===== config.mk =====
export PLATFORM = sky130hd
export DESIGN_NAME = vga_layer_mixer
export DESIGN_NICKNAME = d
export VERILOG_FILES = /design/src/rtl/vga_pkg.sv /design/src/rtl/vga_blink_timer.sv /design/src/rtl/vga_layer_mixer.sv
export SDC_FILE = /design/constraint.sdc
export NUM_CORES = 1
export LEC_CHECK = 0
export CORE_MARGIN = 1
export CORE_UTILIZATION = 41
export CTS_CLUSTER_DIAMETER = 60
export DETAILED_ROUTE_END_ITERATION = 8
export PLACE_DENSITY = 0.81
export SLEW_MARGIN = 10
export SYNTH_ARGS = -nofsm -noshare
export SYNTH_HDL_FRONTEND = slang
export SYNTH_HIERARCHICAL = 1
export SYNTH_SLANG_ARGS = --single-unit
export TNS_END_PERCENT = 1

===== constraint.sdc =====
create_clock -name clk -period 3.7 [get_ports clk]
set_input_delay 0.555 -clock clk [delete_from_list [all_inputs] [get_ports clk]]
set_output_delay 0.555 -clock clk [all_outputs]
set_load 0.02 [all_outputs]

===== src/rtl/vga_pkg.sv =====
`default_nettype none
// ============================================================================
// vga_pkg : shared colour constants, sync idle level and a width helper
// Revision: 1.0
// ============================================================================
package vga_pkg;

    localparam int         RGB_W     = 3;
    localparam logic [1:0] SYNC_IDLE = 2'b11;

    localparam logic [2:0] BLACK = 3'b000;
    localparam logic [2:0] WHITE = 3'b111;
    localparam logic [2:0] RED   = 3'b100;
    localparam logic [2:0] GREEN = 3'b010;
    localparam logic [2:0] BLUE  = 3'b001;

    // Bits needed to count 0..v-1, never less than one so a counter always exists.
    function automatic int clog2(input int v);
        int r;
        r = 0;
        while ((1 << r) < v) begin
            r = r + 1;
        end
        return (r < 1) ? 1 : r;
    endfunction

endpackage
`default_nettype wire


===== src/rtl/vga_blink_timer.sv =====
`default_nettype none
// ============================================================================
// vga_blink_timer : counts frame ticks and toggles blink_phase every
//                   BLINK_FRAMES frames
// Revision: 1.0
// ============================================================================
module vga_blink_timer
    import vga_pkg::*;
#(
    parameter int BLINK_FRAMES = 30
) (
    input  logic clk,
    input  logic reset,
    input  logic frame_tick,
    output logic blink_phase
);

    localparam int            CW     = clog2(BLINK_FRAMES);
    localparam logic [CW-1:0] c_LAST = CW'(BLINK_FRAMES - 1);

    logic [CW-1:0] count_q, count_d;
    logic          phase_q, phase_d;

    always_comb begin
        count_d = count_q;
        phase_d = phase_q;
        if (frame_tick) begin
            if (count_q == c_LAST) begin
                count_d = '0;
                phase_d = ~phase_q;
            end else begin
                count_d = count_q + 1'b1;
            end
        end
    end

    always_ff @(posedge clk) begin
        if (reset) begin
            count_q <= '0;
            phase_q <= 1'b0;
        end else begin
            count_q <= count_d;
            phase_q <= phase_d;
        end
    end

    assign blink_phase = phase_q;

endmodule
`default_nettype wire


===== src/rtl/vga_layer_mixer.sv =====
`default_nettype none
// ============================================================================
// vga_layer_mixer : prioritised N-layer pixel compositor with blink, blanking
//                   and sync delay matched to the 2-cycle colour pipeline
// Revision: 1.0
// ============================================================================
module vga_layer_mixer #(
    parameter int         N_LAYERS     = 4,
    parameter int         RGB_W        = vga_pkg::RGB_W,
    parameter int         BLINK_FRAMES = 30,
    parameter logic [1:0] SYNC_IDLE    = vga_pkg::SYNC_IDLE
) (
    input  logic                      clk,
    input  logic                      reset,
    input  logic                      video_on,
    input  logic [1:0]                sync_in,
    input  logic                      frame_tick,
    input  logic [N_LAYERS-1:0]       layer_on,
    input  logic [N_LAYERS*RGB_W-1:0] layer_rgb,
    input  logic [N_LAYERS-1:0]       blink_en,
    input  logic [N_LAYERS-1:0]       layer_en,
    input  logic [RGB_W-1:0]          bg_rgb,
    output logic [RGB_W-1:0]          rgb,
    output logic [1:0]                sync_out,
    output logic                      blink_phase
);

    import vga_pkg::*;

    logic [N_LAYERS-1:0] eff;
    logic [RGB_W-1:0]    sel_d, sel_q;
    logic                vid_q;
    logic [1:0]          sync1_q;
    logic [RGB_W-1:0]    rgb_d, rgb_q;
    logic [1:0]          sync2_q;

    vga_blink_timer #(
        .BLINK_FRAMES (BLINK_FRAMES)
    ) u_blink (
        .clk         (clk),
        .reset       (reset),
        .frame_tick  (frame_tick),
        .blink_phase (blink_phase)
    );

    always_comb begin
        eff = layer_on & layer_en & ~(blink_en & {N_LAYERS{blink_phase}});
    end

    // Walking from the lowest priority upward lets index 0 overwrite last.
    always_comb begin
        sel_d = bg_rgb;
        for (int i = N_LAYERS - 1; i >= 0; i--) begin
            if (eff[i]) begin
                sel_d = layer_rgb[i*RGB_W +: RGB_W];
            end
        end
    end

    always_comb begin
        rgb_d = vid_q ? sel_q : '0;
    end

    always_ff @(posedge clk) begin
        if (reset) begin
            sel_q   <= '0;
            vid_q   <= 1'b0;
            sync1_q <= SYNC_IDLE;
            rgb_q   <= '0;
            sync2_q <= SYNC_IDLE;
        end else begin
            sel_q   <= sel_d;
            vid_q   <= video_on;
            sync1_q <= sync_in;
            rgb_q   <= rgb_d;
            sync2_q <= sync1_q;
        end
    end

    assign rgb      = rgb_q;
    assign sync_out = sync2_q;

endmodule
`default_nettype wire


Word level (Yosys, flattened, before mapping)
Index checks and enable logic that the tools add are counted.
{"block": "totals", "reg_bits": 17, "input_bits": 33, "out_inout_bits": 6, "wordCells": 22}
{"block": "op_classes", "n_addsub": 1, "eq_ne": 1, "muxes": 5, "n_bitwise": 6, "n_reduce_logical": 2}
{"cell": "4-bit bitwise AND", "n": 3}
{"cell": "3-bit 2-to-1 mux", "n": 4}
{"cell": "5-bit by 1-bit adder with 5-bit output (second input constant)", "n": 1}
{"cell": "5-bit == test (second input constant)", "n": 1}
{"cell": "5-bit 2-to-1 mux", "n": 1}
{"cell": "4-bit NOT", "n": 1}
{"cell": "1-bit NOT", "n": 2}
{"cell": "2-bit AND reduction", "n": 1}
{"cell": "2-bit OR reduction", "n": 1}

Longest topological paths before layout
Gate-level depths: netlist (run 1).
{"block": "logic_depth", "ltp_word": 7, "ltp_mapped": 4, "depth_no_buf": 4}

Cells and area by module
Netlist (run 1), hierarchy kept.
{"module": "vga_layer_mixer", "instances": 1, "cells_each": 51, "area_per_inst_um2": 489.2}
{"module": "vga_blink_timer", "instances": 1, "cells_each": 28, "area_per_inst_um2": 267.8}

Worst setup path before layout (run 1)
Ideal clock, no wire load.
{"block": "synth_timing", "path_kind": "in2reg", "from": "in layer_on[3]", "to": "reg sel_q[0]", "setup_time_ns": 0.103, "t_arrival_ns": 1.324, "required_time_ns": 3.597, "setup_slack_ns": 2.273, "stages": 4, "path_cell_list": "and2_0 > and3_1 > o31ai_1 > a2111oi_2"}
{"block": "synth_via", "elab_chain_cells": 6}
{"element": "start: declaration", "line_no": "vga_layer_mixer.sv:18", "rtl": "input logic [N_LAYERS-1:0] layer_on,"}
{"element": "4-bit bitwise AND (2 in a row)", "line_no": "vga_layer_mixer.sv:47", "rtl": "eff = layer_on & layer_en & ~(blink_en & {N_LAYERS{blink_phase}});"}
{"element": "3-bit 2-to-1 mux (4 in a row)", "line_no": "vga_layer_mixer.sv:54", "rtl": "if (eff[i]) begin"}
{"element": "end signal: assignment", "line_no": "vga_layer_mixer.sv:72", "rtl": "sel_q <= sel_d;"}
{"element": "end: declaration", "line_no": "vga_layer_mixer.sv:31", "rtl": "logic [RGB_W-1:0] sel_d, sel_q;"}
No other way between the ends.
A chain may end at the register's enable or synchronous reset.

Worst setup path in the final report (run 1)
{"block": "layout_timing", "from": "reg u_blink.phase_q (netlist: u_blink/blink_phase)", "to": "out blink_phase"}
{"element": "start: declaration", "line_no": "vga_blink_timer.sv:22", "rtl": "logic phase_q, phase_d;"}
{"element": "start signal: assignment", "line_no": "vga_blink_timer.sv:43", "rtl": "phase_q <= phase_d;"}
{"element": "end: declaration", "line_no": "vga_layer_mixer.sv:25", "rtl": "output logic blink_phase"}
No word-level cell between the ends.

==> results of run 1 <==
==> state kept, by name, indices dropped and copies added (netlist names) <==
signal	cells
u_blink/blink_phase	1
rgb	3
sync_out	2
vid_q	1
u_blink/count_q	5
sel_q	3
sync1_q	2
==> layer usage <==
layer,up-vias,global-route usage
met3,2,0.0240
met4,0,0.0909
met2,17,0.319
met5,-,0
met1,326,0.254
li1,367,-
==> path summary, 6_finish.rpt <==
| kind | from | end | slack, ns | depth (start not counted) |
|---|---|---|---|---|
| worst max-delay path | u_blink/blink_phase | blink_phase | 1.60 | 1 |
| worst min-delay path | sync1_q[1] | sync_out[1] | 0.43 | 1 |
| worst max register to register | u_blink/blink_phase | sel_q[0] | 2.20 | 4 |
| worst min register to register | sync1_q[1] | sync_out[1] | 0.43 | 1 |
==> through the flow <==
stage	hold slack (ns)	setup slack (ns)	cells	cell area [µm²]	util
CTS	0.437	1.59	146	1200	0.694
finish	0.432	1.60	146	1200	0.694
detailed placement	0.408	1.69	142	1170	0.677
floorplan	0.389	2.27	79	757	-
global route	0.444	1.53	146	1200	0.694
global placement	0.394	1.76	142	1170	0.677
==> cells by family after synthesis <==
logic type | share of synthesized area
AND/OR/NAND/NOR | 0.269
flip-flops | 0.450
multiplexers | 0.0149
XOR/XNOR | 0.0463
AO/OA/AOI/OAI | 0.182
adder cells (fa/ha/maj) | 0.0331
buffers and inverters | 0.00495
==> where the power goes <==
part	internal, W	switching (W)	total (W)
combinational	0.0000468	0.0000253	0.0000722
sequential	0.000192	0.00000414	0.000196
clock	0.0000410	0.0000597	0.000101
total	0.000280	0.0000891	0.000369
==> cells in the final DEF (no fill, tap or decap), types with 3 or more instances in the layout <==
cell type,Yosys,routed
and3_1,5,5
o31ai_1,3,3
nor3_1,3,3
a2111oi_2,3,3
xor2_1,3,3
clkdlybuf4s50_1,0,38
nand2_1,4,4
or2_2,4,4
a21boi_1,3,3
clkbuf_4,0,3
dfxtp_1,17,17
nor2_1,9,9
nand3_1,3,3
nor2b_1,3,3
and2_1,4,4
a211o_1,3,3
==> cell type report <==
class	count	area share
Clock buffer	3	0.0188
Clock inverter	1	0.00626
Inverter	1	0.00313
Multi-Input combinational cell	61	0.344
Sequential cell	17	0.284
Tap cell	25	0.0261
Timing Repair Buffer	38	0.317
==> impl_results.md, run 1 <==
* Outcome: finished clean
* Seq/Total Area, Yosys at 0.450
* CTS sink cnt at 17
* Skew final at roughly 0.0093 ns
* Synth Instances at between 70 and 80
* Worst slew pin tran at between 0.4 and 0.5 ns
* Final worst-path cycle share at 0.568
* Worst stage delay on the critical path at between 0.6 and 0.7 ns
* Vias/cell at 4.88
* IO Port Bufs at 38
* Post-synth EDFFs at 0
* Worst EP required at 3.14 ns
* CP Class: flip-flop to output port
* Fill cell total of the finished layout at around 150
* Final WL at around 1800 µm
* Via count at approximately 710
* Initial drt markers at 13
* Worst skew pair latency at 0.29 ns
* Final hold vios at 0
* List of most frequent post-synthesis cells: 17 x dfxtp_1, 9 x nor2_1, 5 x and3_1
* Final GP Congestion at 0.830
* Tmin final at 2.10 ns
* Fin nets at 157
* RSZ-0062 raised after global routing: false
* CP max-delay cell: clkdlybuf4s50_1
* Asr flop ratio synth at 0
* I/O Pins at 39
* Fraction of layout cells with a size suffix above 1 at 0.116
* Most numerous cell in the Yosys netlist: dfxtp_1
* Highest layer used for signal routing: met4
* Leak pwr at 0.462 nW
* CTS tree: done
* Worst setup SP type: flip-flop
* Pre-antenna DRT Iters at 4
* Met2 WL at between 800 and 900 µm
* Setup TNS Final at 0 ns
* Crit Path Max Fanout at 10
* Core area at between 0.0015 and 0.002 mm²
* Final ANT Viol Nets at 0
* Total chip power at 0.000369 W
* WL/cell at 12.1 µm
* Area leader, netlist: dfxtp_1
* Detailed-placement wirelength estimate at 1420 µm
* Total GRT Usage at 0.195
* DR DRC count at 0
* CTS buffer count at 3
* Register area at about 340 µm²
* Pin count of the biggest net entering global routing at 13
* Vias in the first global route at 663
* First-pass GRT wire length at 2840 µm
* Diode count at 0
* Die area at slightly above 0.002 mm²
* Share of the synthesized area in the top cell type at 0.450
* Die height at 45.0 µm
* Synth Register Bits at 17
* Initial antenna violation count at 0
* Dominant cells by area after synthesis: dfxtp_1 45%, a2111oi_2 6.0%, nor2_1 4.5%, and3_1 4.1%, a211o_1 3.5%
* Total gr overflow at 0
* Arrival time at the worst endpoint at roughly 1.6 ns
* Mean post-synth cell area at about 9.6 µm²
* Top FF cell, synth: dfxtp_1
* H-tree depth at 1
* Max-slew headroom at 0.700
* Clk slew on worst S/H paths at around 0.11 ns
* Worst path cell trace: clkdlybuf4s50_1
* Max Freq at about 480 MHz
* Slew Viols, Final at 0
* DIE WIDTH at approximately 45 µm
* Post-Syn Nets at around 110
* Initial Utilization at 0.438
* Wire length on met3 at ~50 µm
* Post-Route M1 WL at around 800 µm
* Area delta synth->final at 58.3%
* Post-CTS Resized at 0
* PD cells at 308 mW/mm²
* FP Rows at 15
* Worst Path Buf+Inv at 1
* Final setup fails at 0
* Root buffer cell: clkbuf_4
* Hold_buf cts at 0
* Crit. End Element: output port
* VDD IR max at between 0.2 and 0.25 mV
* Cell variety after synth at 24
* Post-CTS Setup Inserts at 0
* Mapped cell area at roughly 760 µm²
* Yosys warns at 6
* Area of the multi-input gates at 413 µm²
* HP Class: flip-flop to flip-flop
* Total of max-cap violations at 0
* CP delay by family, top: buffers and inverters
* Max clock buf depth at 2
Note: power is estimated with default switching activity, not from simulation.
==> run 2, diff against run 1 <==
CORE_UTILIZATION = 38   (was 41)
PLACE_DENSITY = 0.76   (was 0.81)
clock period = 2 ns   (was 3.7 ns; I/O delays follow)
==> impl_results.md, run 2 (synthesis results as in run 1) <==
* Crit. End Element: output port
* Diode count at 0
* Final ANT Viol Nets at 0
* Die height at 46.6 µm
* FP Rows at 15
* Pre-antenna DRT Iters at 4
* Final hold slack at ~0.42 ns
* Initial drt markers at 3
* Max reg flops at 5
* Crit path depth at 1
* Post-CTS Setup Inserts at 0
* Final hold vios at 0
* First-pass GRT wire length at about 2600 µm
* Pin count of the biggest net entering global routing at 13
* RSZ-0062 raised after global routing: false
* Hold depth at 1
* CTS sink cnt at 17
* Hold_buf cts at 0
* Worst setup SP type: flip-flop
* Final Cell Area at approximately 0.0012 mm²
* WL/cell at 11.4 µm
* PD cells at 562 mW/mm²
* Most common cell after layout, fill and taps aside: clkdlybuf4s50_1
* Tmin final at around 1.8 ns
* Total gr overflow at 0
* DR DRC count at 0
* Vias in the first global route at 660
* Reg with most FFs: u_blink/count_q
* Vias/cell at 4.92
* Max Freq at between 500 and 600 MHz
* Max clock buf depth at 2
* Most frequent cells in the layout: 38 x clkdlybuf4s50_1, 17 x dfxtp_1, 9 x nor2_1, 5 x and3_1
* Leak pwr at 0.466 nW
* Worst EP required at about 1.7 ns
* Final worst-path cycle share at 0.912
* Crit Path Max Fanout at 10
* Total chip power at 0.000672 W
* Post-Route Utilization at 0.664
* Core area at roughly 0.0018 mm²
* Placed cell areas at 0.00117 mm²
* Max-slew headroom at 0.710
* Initial Utilization at 0.420
* Outcome: finished clean
* Setup TNS Final at 0 ns
* Clk slew on worst S/H paths at roughly 0.09 ns
* Final GP Congestion at approximately 0.75
* VDD IR max at between 0.4 and 0.5 mV
* Die area at ~0.0022 mm²
* CP delay by family, top: buffers and inverters
* Worst path cell trace: clkdlybuf4s50_1
* CP max-delay cell: clkdlybuf4s50_1
* HP Class: flip-flop to flip-flop
* Root buffer cell: clkbuf_4
* Worst slew pin tran at 0.434 ns
* Via count at between 700 and 800
* Slew Viols, Final at 0
* Final setup fails at 0
* Fraction of layout cells with a size suffix above 1 at 0.116
* Total of max-cap violations at 0
* Initial antenna violation count at 0
* I/O Pins at 39
* Skew final at slightly above 0.0008 ns
* Final WL at between 1500 and 2000 µm
* CTS tree: done
* Post-CTS Resized at 0
* Worst skew pair latency at about 0.28 ns
* Total GRT Usage at 0.168
* IO Port Bufs at 38
* DIE WIDTH at 46.6 µm
* Area delta synth->final at 58.0%
* Fin nets at approximately 160
* CP Class: flip-flop to output port
* Arrival time at the worst endpoint at 1.52 ns
* Worst Path Buf+Inv at 1
* CTS buffer count at 3
* H-tree depth at 1
* Worst stage delay on the critical path at 0.68 ns
* R2R depth at 4
run 2: path summary, 6_finish.rpt:
| kind | startpoint | end | slack (ns) |
|---|---|---|---|
| worst max-delay path | u_blink/blink_phase | blink_phase | 0.18 |
| worst max register to register | u_blink/blink_phase | sel_q[0] | 0.55 |
| worst min-delay path | sync1_q[1] | sync_out[1] | 0.42 |
| worst min register to register | sync1_q[1] | sync_out[1] | 0.42 |
run 2: through the flow:
| stage | worst slack [ns] | cells |
|---|---|---|
| after global placement | 0.315 | 142 |
| after floorplan | 0.638 | 79 |
| after detailed placement | 0.253 | 142 |
| final | 0.175 | 146 |
| after global routing | 0.123 | 146 |
| after CTS | 0.165 | 146 |
run 2: per-layer routing:
layer	global-route usage	wire, µm	vias up
li1	-	-	369
met1	0.201	773	321
met3	0.0588	84	2
met5	0	0	-
met2	0.289	797	26
met4	0.0343	12	0
run 2: where the power goes:
part           total [W]  internal (W)  switching [W]
Sequential      0.000362      0.000355     0.00000741
Combinational   0.000132     0.0000868      0.0000450
Clock           0.000178     0.0000743       0.000104
Total           0.000672      0.000516       0.000156
run 2: cell type report:
| class | count | area (µm²) |
|---|---|---|
| Clock buffer | 3 | 22.5 |
| Inverter | 1 | 3.75 |
| Multi-Input combinational cell | 61 | 413 |
| Sequential cell | 17 | 340 |
| Tap cell | 25 | 31.3 |
| Timing Repair Buffer | 38 | 380 |
| Clock inverter | 1 | 5.00 |
| Fill cell | 145 | 606 |
==> run 3, diff against run 2 <==
GPL_ROUTABILITY_DRIVEN = 0   (was default)
==> results of run 3 <==
No change in the layout: final DEF, timing and power equal those of run 2.
